--- src/rtl/xcel_mem_arbiter_pkg.sv ---
// Shared definitions for the accelerator memory-port arbiter: per-side FSM states and
// burst-type encodings.
package xcel_mem_arbiter_pkg;

  typedef enum logic [1:0] {
    StIdle = 2'd0,
    StReq  = 2'd1,
    StData = 2'd2
  } arb_state_e;

  localparam logic [1:0] BurstFixed = 2'b00;
  localparam logic [1:0] BurstIncr  = 2'b01;
  localparam logic [1:0] BurstWrap  = 2'b10;

endpackage

--- src/rtl/xcel_mem_arbiter_rr_grant.sv ---
// Combinational round-robin picker: grants the first requester strictly after ptr,
// wrapping cyclically, as a one-hot vector plus its binary index.
module xcel_mem_arbiter_rr_grant #(
  parameter int unsigned N = 4,
  localparam int unsigned PW = $clog2(N)
) (
  input  logic [N-1:0]  req,
  input  logic [PW-1:0] ptr,
  output logic [N-1:0]  grant,
  output logic [PW-1:0] grant_idx
);

  logic [PW:0] sum;
  logic        found;

  always_comb begin
    grant     = '0;
    grant_idx = '0;
    found     = 1'b0;
    sum       = '0;
    for (int unsigned k = 1; k <= N; k++) begin
      sum = {1'b0, ptr} + (PW+1)'(k);
      if (sum >= (PW+1)'(N)) sum = sum - (PW+1)'(N);
      if (!found && req[sum[PW-1:0]]) begin
        found                 = 1'b1;
        grant[sum[PW-1:0]]    = 1'b1;
        grant_idx             = sum[PW-1:0];
      end
    end
  end

endmodule

--- src/rtl/xcel_mem_arbiter.sv ---
// Shares one memory port between NUM_CH accelerator masters. Read and write sides are
// arbitrated independently, round-robin, with each grant held until the burst's last beat.
module xcel_mem_arbiter
  import xcel_mem_arbiter_pkg::*;
#(
  parameter int unsigned NUM_CH     = 4,
  parameter int unsigned AXI_AWIDTH = 32,
  parameter int unsigned AXI_DWIDTH = 32,
  parameter int unsigned LEN_WIDTH  = 32
) (
  input  logic                             clk,
  input  logic                             rst,
  // read request / data, slave side
  input  logic [NUM_CH-1:0]                s_rd_req_valid,
  output logic [NUM_CH-1:0]                s_rd_req_ready,
  input  logic [NUM_CH*AXI_AWIDTH-1:0]     s_rd_addr,
  input  logic [NUM_CH*LEN_WIDTH-1:0]      s_rd_len,
  input  logic [NUM_CH*3-1:0]              s_rd_size,
  input  logic [NUM_CH*2-1:0]              s_rd_burst,
  output logic [AXI_DWIDTH-1:0]            s_rd_data,
  output logic [NUM_CH-1:0]                s_rd_data_valid,
  input  logic [NUM_CH-1:0]                s_rd_data_ready,
  // write request / data, slave side
  input  logic [NUM_CH-1:0]                s_wr_req_valid,
  output logic [NUM_CH-1:0]                s_wr_req_ready,
  input  logic [NUM_CH*AXI_AWIDTH-1:0]     s_wr_addr,
  input  logic [NUM_CH*LEN_WIDTH-1:0]      s_wr_len,
  input  logic [NUM_CH*3-1:0]              s_wr_size,
  input  logic [NUM_CH*2-1:0]              s_wr_burst,
  input  logic [NUM_CH*AXI_DWIDTH-1:0]     s_wr_data,
  input  logic [NUM_CH-1:0]                s_wr_data_valid,
  output logic [NUM_CH-1:0]                s_wr_data_ready,
  // memory port
  output logic                             m_rd_req_valid,
  input  logic                             m_rd_req_ready,
  output logic [AXI_AWIDTH-1:0]            m_rd_addr,
  output logic [LEN_WIDTH-1:0]             m_rd_len,
  output logic [2:0]                       m_rd_size,
  output logic [1:0]                       m_rd_burst,
  input  logic [AXI_DWIDTH-1:0]            m_rd_data,
  input  logic                             m_rd_data_valid,
  output logic                             m_rd_data_ready,
  output logic                             m_wr_req_valid,
  input  logic                             m_wr_req_ready,
  output logic [AXI_AWIDTH-1:0]            m_wr_addr,
  output logic [LEN_WIDTH-1:0]             m_wr_len,
  output logic [2:0]                       m_wr_size,
  output logic [1:0]                       m_wr_burst,
  output logic [AXI_DWIDTH-1:0]            m_wr_data,
  output logic                             m_wr_data_valid,
  input  logic                             m_wr_data_ready,
  output logic [NUM_CH-1:0]                rd_grant,
  output logic [NUM_CH-1:0]                wr_grant
);

  localparam int unsigned PW = $clog2(NUM_CH);

  logic [AXI_AWIDTH-1:0] rd_addr_a [NUM_CH];
  logic [LEN_WIDTH-1:0]  rd_len_a  [NUM_CH];
  logic [2:0]            rd_size_a [NUM_CH];
  logic [1:0]            rd_burst_a[NUM_CH];
  logic [AXI_AWIDTH-1:0] wr_addr_a [NUM_CH];
  logic [LEN_WIDTH-1:0]  wr_len_a  [NUM_CH];
  logic [2:0]            wr_size_a [NUM_CH];
  logic [1:0]            wr_burst_a[NUM_CH];
  logic [AXI_DWIDTH-1:0] wr_data_a [NUM_CH];

  for (genvar i = 0; i < NUM_CH; i++) begin : g_unpack
    assign rd_addr_a[i]  = s_rd_addr[i*AXI_AWIDTH +: AXI_AWIDTH];
    assign rd_len_a[i]   = s_rd_len[i*LEN_WIDTH +: LEN_WIDTH];
    assign rd_size_a[i]  = s_rd_size[i*3 +: 3];
    assign rd_burst_a[i] = s_rd_burst[i*2 +: 2];
    assign wr_addr_a[i]  = s_wr_addr[i*AXI_AWIDTH +: AXI_AWIDTH];
    assign wr_len_a[i]   = s_wr_len[i*LEN_WIDTH +: LEN_WIDTH];
    assign wr_size_a[i]  = s_wr_size[i*3 +: 3];
    assign wr_burst_a[i] = s_wr_burst[i*2 +: 2];
    assign wr_data_a[i]  = s_wr_data[i*AXI_DWIDTH +: AXI_DWIDTH];
  end

  arb_state_e           rd_state_q, rd_state_d, wr_state_q, wr_state_d;
  logic [NUM_CH-1:0]    rd_grant_q, rd_grant_d, wr_grant_q, wr_grant_d;
  logic [PW-1:0]        rd_idx_q, rd_idx_d, wr_idx_q, wr_idx_d;
  logic [PW-1:0]        rd_ptr_q, rd_ptr_d, wr_ptr_q, wr_ptr_d;
  logic [LEN_WIDTH-1:0] rd_cnt_q, rd_cnt_d, wr_cnt_q, wr_cnt_d;
  logic [NUM_CH-1:0]    rd_pick, wr_pick;
  logic [PW-1:0]        rd_pick_idx, wr_pick_idx;

  xcel_mem_arbiter_rr_grant #(.N(NUM_CH)) u_rd_rr (
    .req       (s_rd_req_valid),
    .ptr       (rd_ptr_q),
    .grant     (rd_pick),
    .grant_idx (rd_pick_idx)
  );

  xcel_mem_arbiter_rr_grant #(.N(NUM_CH)) u_wr_rr (
    .req       (s_wr_req_valid),
    .ptr       (wr_ptr_q),
    .grant     (wr_pick),
    .grant_idx (wr_pick_idx)
  );

  // Request fields follow the registered owner; valid/ready gating lives in the FSMs.
  assign m_rd_addr  = rd_addr_a[rd_idx_q];
  assign m_rd_len   = rd_len_a[rd_idx_q];
  assign m_rd_size  = rd_size_a[rd_idx_q];
  assign m_rd_burst = rd_burst_a[rd_idx_q];
  assign m_wr_addr  = wr_addr_a[wr_idx_q];
  assign m_wr_len   = wr_len_a[wr_idx_q];
  assign m_wr_size  = wr_size_a[wr_idx_q];
  assign m_wr_burst = wr_burst_a[wr_idx_q];
  assign m_wr_data  = wr_data_a[wr_idx_q];
  assign s_rd_data  = m_rd_data;
  assign rd_grant   = rd_grant_q;
  assign wr_grant   = wr_grant_q;

  always_comb begin
    rd_state_d      = rd_state_q;
    rd_grant_d      = rd_grant_q;
    rd_idx_d        = rd_idx_q;
    rd_ptr_d        = rd_ptr_q;
    rd_cnt_d        = rd_cnt_q;
    m_rd_req_valid  = 1'b0;
    m_rd_data_ready = 1'b0;
    s_rd_req_ready  = '0;
    s_rd_data_valid = '0;
    case (rd_state_q)
      StIdle: begin
        if (|s_rd_req_valid) begin
          rd_grant_d = rd_pick;
          rd_idx_d   = rd_pick_idx;
          rd_state_d = StReq;
        end
      end
      StReq: begin
        m_rd_req_valid           = s_rd_req_valid[rd_idx_q];
        s_rd_req_ready[rd_idx_q] = m_rd_req_ready;
        if (s_rd_req_valid[rd_idx_q] && m_rd_req_ready) begin
          rd_cnt_d   = rd_len_a[rd_idx_q];
          rd_state_d = StData;
        end
      end
      StData: begin
        m_rd_data_ready           = s_rd_data_ready[rd_idx_q];
        s_rd_data_valid[rd_idx_q] = m_rd_data_valid;
        if (m_rd_data_valid && s_rd_data_ready[rd_idx_q]) begin
          if (rd_cnt_q == '0) begin
            rd_ptr_d   = rd_idx_q;
            rd_grant_d = '0;
            rd_state_d = StIdle;
          end else begin
            rd_cnt_d = rd_cnt_q - 1'b1;
          end
        end
      end
      default: rd_state_d = StIdle;
    endcase
  end

  always_comb begin
    wr_state_d      = wr_state_q;
    wr_grant_d      = wr_grant_q;
    wr_idx_d        = wr_idx_q;
    wr_ptr_d        = wr_ptr_q;
    wr_cnt_d        = wr_cnt_q;
    m_wr_req_valid  = 1'b0;
    m_wr_data_valid = 1'b0;
    s_wr_req_ready  = '0;
    s_wr_data_ready = '0;
    case (wr_state_q)
      StIdle: begin
        if (|s_wr_req_valid) begin
          wr_grant_d = wr_pick;
          wr_idx_d   = wr_pick_idx;
          wr_state_d = StReq;
        end
      end
      StReq: begin
        m_wr_req_valid           = s_wr_req_valid[wr_idx_q];
        s_wr_req_ready[wr_idx_q] = m_wr_req_ready;
        if (s_wr_req_valid[wr_idx_q] && m_wr_req_ready) begin
          wr_cnt_d   = wr_len_a[wr_idx_q];
          wr_state_d = StData;
        end
      end
      StData: begin
        m_wr_data_valid           = s_wr_data_valid[wr_idx_q];
        s_wr_data_ready[wr_idx_q] = m_wr_data_ready;
        if (s_wr_data_valid[wr_idx_q] && m_wr_data_ready) begin
          if (wr_cnt_q == '0) begin
            wr_ptr_d   = wr_idx_q;
            wr_grant_d = '0;
            wr_state_d = StIdle;
          end else begin
            wr_cnt_d = wr_cnt_q - 1'b1;
          end
        end
      end
      default: wr_state_d = StIdle;
    endcase
  end

  // Pointer starts at the last channel so ch0 is the first winner after reset.
  always_ff @(posedge clk or negedge rst) begin
    if (!rst) begin
      rd_state_q <= StIdle;
      rd_grant_q <= '0;
      rd_idx_q   <= '0;
      rd_ptr_q   <= PW'(NUM_CH - 1);
      rd_cnt_q   <= '0;
      wr_state_q <= StIdle;
      wr_grant_q <= '0;
      wr_idx_q   <= '0;
      wr_ptr_q   <= PW'(NUM_CH - 1);
      wr_cnt_q   <= '0;
    end else begin
      rd_state_q <= rd_state_d;
      rd_grant_q <= rd_grant_d;
      rd_idx_q   <= rd_idx_d;
      rd_ptr_q   <= rd_ptr_d;
      rd_cnt_q   <= rd_cnt_d;
      wr_state_q <= wr_state_d;
      wr_grant_q <= wr_grant_d;
      wr_idx_q   <= wr_idx_d;
      wr_ptr_q   <= wr_ptr_d;
      wr_cnt_q   <= wr_cnt_d;
    end
  end

endmodule
--- config.mk ---
export PLATFORM = sky130hd
export DESIGN_NAME = xcel_mem_arbiter
export DESIGN_NICKNAME = d
export VERILOG_FILES = /design/src/rtl/xcel_mem_arbiter_pkg.sv /design/src/rtl/xcel_mem_arbiter_rr_grant.sv /design/src/rtl/xcel_mem_arbiter.sv
export SDC_FILE = /design/constraint.sdc
export NUM_CORES = 1
export LEC_CHECK = 0
export BUFFER_PORTS_ARGS = -buffer_cell sky130_fd_sc_hd__buf_2
export CAP_MARGIN = 5
export CORE_AREA = 2 2 377 379
export CTS_CLUSTER_DIAMETER = 30
export DETAILED_ROUTE_END_ITERATION = 8
export DIE_AREA = 0 0 379 381
export PLACE_DENSITY = 0.3
export SYNTH_ARGS = -nofsm -noshare
export SYNTH_HDL_FRONTEND = slang
export SYNTH_SLANG_ARGS = --single-unit
--- constraint.sdc ---
create_clock -name clk -period 4.74 [get_ports clk]
set_input_delay 0.237 -clock clk [delete_from_list [all_inputs] [get_ports clk]]
set_output_delay 0.237 -clock clk [all_outputs]
set_load 0.01 [all_outputs]
==> metrics.md, run 1 <==
| Metric | Value |
|---|---|
| Status | `finished, final reports clean` |
| Yosys cell types | `65` |
| Mapped Nets | `roughly 1700` |
| Total die area | `~140000 sq um` |
| Dpl hpwl | `around 65 mm` |
| Number of global-route vias before repair | `~13000` |
| Nets | `around 2500` |
| Cell taking the most area after synthesis | `mux4_2` |
| Final hold slack | `around 0.17 ns` |
| Synth top area share | `0.378` |
| Vias per inst | `3.45` |
| Min cycle time layout | `3.28 ns` |
| WP data required | `about 5.1 ns` |
| Critical-path top delay cell | `or4b_4` |
| Final period util | `0.693` |
| Worst Setup Start Kind | `register` |
| P per Cell Area | `~520 nW/um^2` |
| Unrepaired setup endpoints after global routing | `no` |
| WP buf/inv | `3` |
| H-tree levels | `3` |
| Max_cap viols | `0` |
| Worst Clk Skew | `0.0246 ns` |
| Post-CTS Setup Bufs | `0` |
| Yosys warnings | `0` |
| Most frequent CP cell | `buf_4` |
| CTS tree | `built` |
| Pleak | `~7.1 nW` |
| CP max FO | `34` |
| Crit end category | `register` |
| Final RePlAce weighted congestion | `roughly 0.83` |
| Synth Register Bits | `84` |
| Async set-reset flop share out of synthesis | `1.00` |
| DR iter-0 viols | `963` |
| CP max stage delay | `between 0.5 and 0.6 ns` |
| Total power | `~9 mW` |
| Chip width | `roughly 380 microns` |
| Hold_sp | `m_wr_req_ready` |
| Maximum clock rate | `roughly 300 MHz` |
| Cells along the critical path | `inv_1 -> ha_1 -> or4b_4 -> nor4_4 -> a31oi_2 -> buf_4 -> nor2_2 -> buf_4 -> a2bb2oi_1` |
| Delay-heaviest family, CP | `simple AND/OR/NAND/NOR gates` |
| Top layer in use | `met5` |
| Max Buffers Root-to-Sink | `2` |
| DRT met1 WL | `~38 mm` |
| Max-Slew Margin vs Limit | `0.383` |
| Final setup violation count | `0` |
| Initial core utilization | `0.0750` |
| Area grow syn2layout | `64.3%` |
| Worst hold path class | `primary input to register` |
| CP startpoint | `rd_cnt_q[0]` |
| Clock transition at path regs | `roughly 0.1 ns` |
| Setup TNS Final | `0 ns` |
| Inserted Clock Buffers | `9` |
| Metal3 WL | `around 7.6 mm` |
| Routed wire length per instance | `between 20 and 25 microns` |
| Initial antenna violation count | `26` |
| Seq/Total Area, Yosys | `0.200` |
| # rows | `roughly 140` |
| Largest net degree at the start of global routing | `between 100 and 150` |
| Post-Syn Area per Cell | `approximately 11 sq um` |
| Remaining antenna violation count | `0` |
| Input/output buffers | `between 800 and 900` |
| DRT Pass-1 Iters | `8` |
| Area of the core | `between 100000 and 150000 sq um` |
| DRC viols | `0` |
| Share of layout cells above drive strength 1 | `0.646` |
| Post-synth top flop | `dfrtp_1` |
| Io pins | `~960` |
| Post-synth EDFFs | `0` |
| Worst-Skew Late Latency | `approximately 0.40 ns` |
| Synth Instances | `roughly 970` |
| Routed WL | `approximately 76 mm` |
| Grt ovf | `0` |
| CP arrival | `about 3.6 ns` |
| CP Class | `register to register` |
| Root Driver | `clkbuf_16` |
| Reg-to-Reg Start | `rd_cnt_q[0]` |
| First-pass GRT wire length | `around 100 mm` |
| Clock Sinks | `84` |
| GR Util All Layers | `0.0996` |
| Synth Cell Area | `10500 sq um` |
| Via count | `12689` |
| Die Ht | `between 300 and 400 microns` |
| Top post-synthesis cells by area | `mux4_2, dfrtp_1, nor2_1, o22a_1, buf_4` |
| Max-slew violations | `0` |
| Worst vdd ir | `between 200 and 300 uV` |
| CTS Hold Bufs | `1` |
| Layout Utilization | `0.123` |
| Worst slew pin tran | `approximately 0.9 ns` |
| Met2 routed WL | `~30 mm` |
| Hold Vio Cnt, Final | `0` |
| CTS resizes | `0` |
## final cells by class
type | count | area [sq um]
Antenna cell | 18 | 45.0
Sequential cell | 84 | 2120
Clock inverter | 7 | 95.1
Fill cell | 16332 | 123000
Multi-Input combinational cell | 741 | 7740
Clock buffer | 9 | 225
Inverter | 15 | 56.3
Timing Repair Buffer | 919 | 4680
Tap cell | 1890 | 2360
## cells in the mapped netlist (all sizes together) (2+ instances only)
cell     count
and3b        2
a22oi       26
dfstp        4
o22ai       15
a221o       10
nor3b        4
nand3b       3
a211o        3
o2bb2ai     29
nor2        85
o21ai       28
a211oi       6
dfrtp       80
a41oi        5
nand4b       4
inv         15
nand2       31
a21oi       39
or3b         2
nor2b        9
or3          9
nor3        35
mux2i       10
mux2         9
nor4        32
or4         14
o22a        32
o211ai       4
nand3       16
nand4        6
a22o         5
or2          4
a2bb2oi     11
ha          18
nand2b       7
clkbuf      53
a221oi       2
and2         6
buf         74
a31oi       30
mux4       177
## placed cells by master (no fill, tap or decap), types with 4 or more instances in the layout
| cell | instances |
|---|---|
| buf_4 | 18 |
| mux2_2 | 9 |
| dfrtp_4 | 4 |
| or3_1 | 9 |
| diode_2 | 18 |
| inv_1 | 15 |
| a22o_1 | 5 |
| nor3b_1 | 4 |
| or4_1 | 12 |
| dfstp_2 | 4 |
| o22a_1 | 32 |
| clkbuf_16 | 9 |
| o21ai_0 | 27 |
| mux2i_1 | 10 |
| a21oi_1 | 39 |
| nand4b_1 | 4 |
| buf_2 | 898 |
| nor4_1 | 28 |
| nand4_1 | 6 |
| nor3_1 | 34 |
| o2bb2ai_1 | 29 |
| nor2b_1 | 7 |
| a211oi_1 | 6 |
| nand2_1 | 31 |
| nand3_1 | 16 |
| a22oi_1 | 26 |
| a221o_1 | 10 |
| o22ai_1 | 15 |
| mux4_2 | 177 |
| ha_1 | 18 |
| a2bb2oi_1 | 11 |
| o211ai_1 | 4 |
| dfrtp_1 | 76 |
| and2_1 | 6 |
| nor2_1 | 84 |
| nand2b_1 | 6 |
| a31oi_1 | 29 |
| a41oi_1 | 5 |
## per-stage QoR
stage	setup slack [ns]	cell area, sq um	cells
final	1.46	17300	3683
after global routing	1.26	17300	3668
after CTS	1.43	17300	3665
after detailed placement	1.45	17000	3648
after global placement	1.44	17000	3648
after floorplan	2.09	10500	967
## per-layer routing
layer	GRT usage	vias to the layer above
met5	0	-
li1	-	5634
met1	0.157	6445
met4	0.0138	10
met2	0.130	564
met3	0.0313	36
## registers in the layout, summed over array words and instances (netlist names)
| register | count |
|---|---|
| rd_grant | 4 |
| wr_ptr_q | 2 |
| rd_cnt_q | 32 |
| rd_state_q | 2 |
| wr_idx_q | 2 |
| rd_ptr_q | 2 |
| rd_idx_q | 2 |
| wr_grant | 4 |
| wr_state_q | 2 |
| wr_cnt_q | 32 |
## worst reg2reg max path: cells and delay by family, from the launching register on
kind | cells | cell delay (ns)
buffers and inverters | 3 | 0.76
adders and majority gates | 1 | 0.23
DFF | 1 | 0.41
AOI/OAI and AO/OA | 2 | 0.33
and+or+nand+nor | 3 | 1.47
## final timing paths
kind	depth (start not counted)	end	slack (ns)
max in group asynchronous	3	wr_cnt_q[4]	3.09
setup reg to reg	9	rd_cnt_q[2]	1.46
hold reg to reg	1	rd_cnt_q[31]	0.50
hold / removal	4	wr_state_q[0]	0.17
setup / recovery	9	rd_cnt_q[2]	1.46
min in group asynchronous	2	rd_cnt_q[13]	0.50
## power by group
group	internal (mW)	switching [mW]	leakage, nW
clock network	0.427	0.444	0.150
registers	1.06	0.598	0.984
logic	2.90	3.58	5.99
## logic make-up after synthesis
family,after synthesis,synth area share
compound gates,254,0.173
fa+ha+maj,18,0.0214
buf+inv,142,0.0679
flops,84,0.200
mux,196,0.397
simple gates,273,0.141
No activity file was read; power rests on OpenSTA's default activity.
==> run 2, diff against run 1 <==
- CORE_AREA: 2 2 377 379 -> 2 2 380 382
- DIE_AREA: 0 0 379 381 -> 0 0 382 384
- clock period: 4.74 -> 3.05 ns (I/O delays scaled with it)
==> metrics.md, run 2 (synthesized netlist as in run 1, its figures left out) <==
| Metric | Value |
|---|---|
| Status | `finished, final reports clean` |
| Worst-Skew Late Latency | `0.39 ns` |
| Largest net degree at the start of global routing | `67` |
| Inserted Clock Buffers | `9` |
| Worst Setup Start Kind | `register` |
| Dpl hpwl | `around 66 mm` |
| Io pins | `between 900 and 1000` |
| Final setup violation count | `0` |
| CP max FO | `8` |
| WP data required | `3.32 ns` |
| Hold Vio Cnt, Final | `0` |
| CTS resizes | `0` |
| Max-slew violations | `0` |
| Min cycle time layout | `between 2 and 3 ns` |
| Critical-path top delay cell | `or3b_1` |
| Reg-to-Reg Start | `wr_cnt_q[0]` |
| Setup TNS Final | `0 ns` |
| DRT met1 WL | `38.1 mm` |
| Met2 routed WL | `slightly above 30 mm` |
| Root Driver | `clkbuf_16` |
| Placed Cells | `approximately 3700` |
| Maximum clock rate | `350 MHz` |
| P per Cell Area | `around 800 nW/um^2` |
| Grt ovf | `0` |
| Top layer in use | `met5` |
| Die Ht | `between 300 and 400 microns` |
| Final worst slack | `between 0.15 and 0.2 ns` |
| Initial core utilization | `0.0739` |
| CP Class | `register to register` |
| Post-CTS Setup Bufs | `0` |
| Worst vdd ir | `approximately 250 uV` |
| Pleak | `around 7.3 nW` |
| Total power | `~14 mW` |
| Input/output buffers | `approximately 900` |
| Number of global-route vias before repair | `12801` |
| CP max stage delay | `roughly 0.53 ns` |
| Final hold slack | `between 0.06 and 0.07 ns` |
| # rows | `between 100 and 150` |
| Hold_sp | `m_rd_req_ready` |
| Vias per inst | `~3.4` |
| Metal3 WL | `just over 6 mm` |
| Remaining antenna violation count | `0` |
| Share of layout cells above drive strength 1 | `0.651` |
| Worst slew pin tran | `approximately 0.90 ns` |
| Layout Utilization | `0.124` |
| Post-DP Area | `17300 sq um` |
| Initial antenna violation count | `31` |
| Total die area | `between 100000 and 150000 sq um` |
| Hold Path End | `rd_state_q[0]` |
| Clock transition at path regs | `~0.090 ns` |
| Layout Cell Area excl Fill | `about 18000 sq um` |
| Routed wire length per instance | `20.5 microns` |
| Max_cap viols | `0` |
| Clock Sinks | `between 80 and 90` |
| H-tree levels | `3` |
| Routed WL | `~76 mm` |
| Worst R2R Path Depth | `8` |
| Commonest non-fill, non-tap cells in the layout | `buf_2, mux4_2, nor2_1` |
| CTS Hold Bufs | `1` |
| R2r setup slk | `0.20 ns` |
| Nets | `2550` |
| Worst reg2reg path endpoint | `wr_grant[3]` |
| Final period util | `0.936` |
| CP startpoint | `wr_cnt_q[0]` |
| Crit end category | `register` |
| WP buf/inv | `2` |
| DR iter-0 viols | `752` |
| Chip width | `between 300 and 400 microns` |
| Most common cell after layout, fill and taps aside | `buf_2` |
| GR Util All Layers | `0.0979` |
| Via count | `around 13000` |
| Area of the core | `between 100000 and 150000 sq um` |
| CP arrival | `between 3 and 4 ns` |
| Delay-heaviest family, CP | `simple AND/OR/NAND/NOR gates` |
| Max-Slew Margin vs Limit | `0.397` |
| First-pass GRT wire length | `roughly 100 mm` |
| Post-Place Worst Slack | `0.221 ns` |
| Unrepaired setup endpoints after global routing | `no` |
| DRT Pass-1 Iters | `5` |
| Biggest regs | `rd_cnt_q: 32 flops, wr_cnt_q: 32 flops` |
| Worst hold path class | `primary input to register` |
| Final RePlAce weighted congestion | `around 0.83` |
| Area grow syn2layout | `67.3%` |
| CTS tree | `built` |
| Worst Clk Skew | `0.0189 ns` |
| Cells along the critical path | `inv_1 -> ha_1 -> or3b_1 -> nor4_4 -> nand3_1 -> buf_4 -> a22o_1 -> a221o_1` |
| Final Non-Filler Cells | `3722` |
| Cell count of the worst hold path | `4` |
| DRC viols | `0` |
| Max Buffers Root-to-Sink | `2` |
[run 2: changes by cell type in the layout (fill, tap and decap cells not counted)]
cell / previous run / this run
buf_12: 2 / 11
buf_4: 18 / 37
bufinv_16: 1 / 0
clkinv_4: 0 / 1
diode_2: 18 / 16
inv_6: 0 / 1
inv_8: 3 / 2
[run 2: area by class of cell]
class                   instances  area, sq um
inverters                      15         56.3
repair buffers                947         5000
well taps                    1903         2380
clock inverters                 7         71.3
fillers                     16447       125000
multi-input cells             741         7740
flip-flops and latches         84         2120
clock buffers                   9          225
diodes                         16         40.0
[run 2: worst max-delay path by stage]
stage                              end  slack (ns)  cells past startpoint
after global routing       wr_grant[3]        0.02                      8
after CTS                  wr_grant[3]        0.21                      8
after detailed placement  rd_cnt_q[28]        0.22                      7
after global placement    rd_cnt_q[28]        0.25                      7
after floorplan            wr_idx_q[1]        0.40                      8
final                      wr_grant[3]        0.20                      8
[run 2: tightest hold or removal path, cell delays in order]
cell	delay, ns
buf_2	0.10
nand2_1	0.05
nand2_1	0.05
nand2_1	0.05
[run 2: power by group]
group | internal [mW] | switching, mW
clock network | 0.579 | 0.668
logic | 4.70 | 5.67
registers | 1.65 | 0.766
total | 6.93 | 7.10
[run 2: layer usage]
layer / up-vias / global-route usage
li1: 5681 / -
met1: 6478 / 0.149
met2: 530 / 0.132
met3: 49 / 0.0317
met4: 14 / 0.0155
met5: - / 0.00585
==> run 3, diff against run 2 <==
- RECOVER_POWER: default -> 100
==> metrics.md, run 3 (synthesized netlist as in run 1, its figures left out) <==
| Metric | Value |
|---|---|
| Routed WL | `around 76 mm` |
| Clock Sinks | `between 80 and 90` |
| Remaining antenna violation count | `0` |
| CP endpoint | `wr_grant[3]` |
| Max Buffers Root-to-Sink | `2` |
| Post-CTS Setup Bufs | `0` |
| Grt ovf | `0` |
| Maximum clock rate | `about 350 MHz` |
| Worst reg2reg path endpoint | `wr_grant[3]` |
| GR Util All Layers | `0.0979` |
| Pleak | `between 6 and 7 nW` |
| Clock transition at path regs | `around 0.090 ns` |
| Reg-to-Reg Start | `wr_cnt_q[0]` |
| Layout Cell Area excl Fill | `roughly 17000 sq um` |
| Initial antenna violation count | `31` |
| Hold Vio Cnt, Final | `0` |
| CTS resizes | `0` |
| Worst hold path class | `primary input to register` |
| Flop pwr share | `0.177` |
| CP max FO | `8` |
| Max-slew violations | `0` |
| Biggest regs | `rd_cnt_q: 32 flops, wr_cnt_q: 32 flops` |
| Status | `finished, final reports clean` |
| Die Ht | `384 microns` |
| Max_cap viols | `0` |
| Max-Slew Margin vs Limit | `0.0143` |
| Unrepaired setup endpoints after global routing | `no` |
| Root Driver | `clkbuf_16` |
| Total die area | `147000 sq um` |
| Cell count of the worst hold path | `4` |
| # rows | `approximately 140` |
| DRT Pass-1 Iters | `5` |
| Nets | `2550` |
| Post-DP Area | `17300 sq um` |
| Input/output buffers | `about 900` |
| Dpl hpwl | `between 60 and 70 mm` |
| Comb pwr share | `0.732` |
| Worst Setup Start Kind | `register` |
| Worst slew pin tran | `1.48 ns` |
| Min cycle time layout | `between 2 and 3 ns` |
| Vias per inst | `3.43` |
| Final setup violation count | `0` |
| Worst Clk Skew | `0.0210 ns` |
| Area of the core | `about 140000 sq um` |
| Setup TNS Final | `0 ns` |
| Switch Pwr | `7.14 mW` |
| CP Class | `register to register` |
| Io pins | `about 960` |
| Total power | `roughly 14 mW` |
| Initial core utilization | `0.0739` |
| Worst R2R Path Depth | `8` |
| DR iter-0 viols | `roughly 740` |
| Routed wire length per instance | `roughly 20 microns` |
| H-tree levels | `3` |
| Final period util | `0.929` |
| First-pass GRT wire length | `103 mm` |
| Most common cell after layout, fill and taps aside | `buf_2` |
| Worst-Skew Late Latency | `0.39 ns` |
| Share of layout cells above drive strength 1 | `0.547` |
| Switching part of the total | `0.523` |
| Via count | `around 13000` |
| Chip width | `between 300 and 400 microns` |
| Fillers | `approximately 17000` |
| CTS tree | `built` |
| Placed Cells | `3689` |
| Number of global-route vias before repair | `between 10000 and 15000` |
| Hold_sp | `m_rd_req_ready` |
| R2r setup slk | `0.22 ns` |
| Worst vdd ir | `around 250 uV` |
| Commonest non-fill, non-tap cells in the layout | `buf_2, clkbuf_1, mux4_2` |
| Crit end category | `register` |
| Inserted Clock Buffers | `9` |
| Final Non-Filler Cells | `approximately 3700` |
| Int Pwr | `around 6.5 mW` |
| CP arrival | `between 3 and 4 ns` |
| Clock power frac | `0.091` |
| Largest net degree at the start of global routing | `67` |
| DRC viols | `0` |
| WP data required | `around 3.3 ns` |
| Layout Utilization | `0.122` |
| Area grow syn2layout | `64.6%` |
| Final RePlAce weighted congestion | `0.834` |
| P per Cell Area | `about 790 nW/um^2` |
| CP startpoint | `wr_cnt_q[0]` |
==> run 3: cell types whose count changed in the layout (fill, tap and decap cells not counted), sizes merged <==
cell | previous run | this run
clkbuf | 9 | 205
buf | 946 | 750
diode | 16 | 25
==> run 3: cell type report <==
| cell class | count | area, sq um | share of cell area |
|---|---|---|---|
| diodes | 25 | 62.6 | 0.00360 |
| flip-flops and latches | 84 | 2120 | 0.122 |
| inverters | 15 | 56.3 | 0.00324 |
| well taps | 1903 | 2380 | 0.137 |
| repair buffers | 947 | 4710 | 0.272 |
| clock inverters | 7 | 71.3 | 0.00411 |
| multi-input cells | 741 | 7730 | 0.445 |
| clock buffers | 9 | 225 | 0.0130 |
==> run 3: power groups by stage <==
stage | Combinational, mW | Clock [mW] | Sequential, mW
2_1_floorplan | 6.33 | 0 | 2.08
6_report | 10.0 | 1.24 | 2.41
3_5_place_dp | 10.7 | 0 | 2.44
3_3_place_gp | 10.7 | 0 | 2.47
4_1_cts | 10.7 | 1.33 | 2.43
5_1_grt | 10.9 | 1.35 | 2.52
==> run 3: worst min-delay path by stage <==
stage                          endpoint  slack, ns
after floorplan             rd_cnt_q[0]      -0.14
after global routing      rd_state_q[0]       0.06
final                     rd_state_q[0]       0.06
after global placement      rd_cnt_q[5]       0.29
after CTS                 rd_state_q[0]       0.03
after detailed placement    rd_cnt_q[5]       0.28
==> run 3: critical path: stages (launching register included) <==
cell and delay, ns:
dfrtp_1 0.42, inv_1 0.07, ha_1 0.19, or3b_1 0.53
nor4_4 0.47, nand3_1 0.23, buf_4 0.22, a22o_1 0.25
a221o_1 0.32
==> run 3: stage by stage <==
| stage | setup slack (ns) | hold slack, ns |
|---|---|---|
| 6_report | 0.217 | 0.0616 |
| 5_1_grt | 0.0232 | 0.0604 |
| 4_1_cts | 0.208 | 0.0290 |
| 3_5_place_dp | 0.221 | 0.282 |
| 3_3_place_gp | 0.255 | 0.286 |
| 2_1_floorplan | 0.400 | -0.143 |
==> run 3: layer usage <==
metal / up-vias / share of wire / GRT usage
met4: 14 / 0.0095 / 0.0155
met3: 50 / 0.082 / 0.0317
li1: 5702 / - / -
met1: 6489 / 0.50 / 0.149
met5: - / 0.0027 / 0.00585
met2: 529 / 0.41 / 0.132
==> run 3: what timing repair did <==
item | 4_1_cts | 5_1_grt
hold buffers | 1 | 0
endpoints found under the hold margin | 42 | 0
endpoints found under the setup margin | 0 | 0
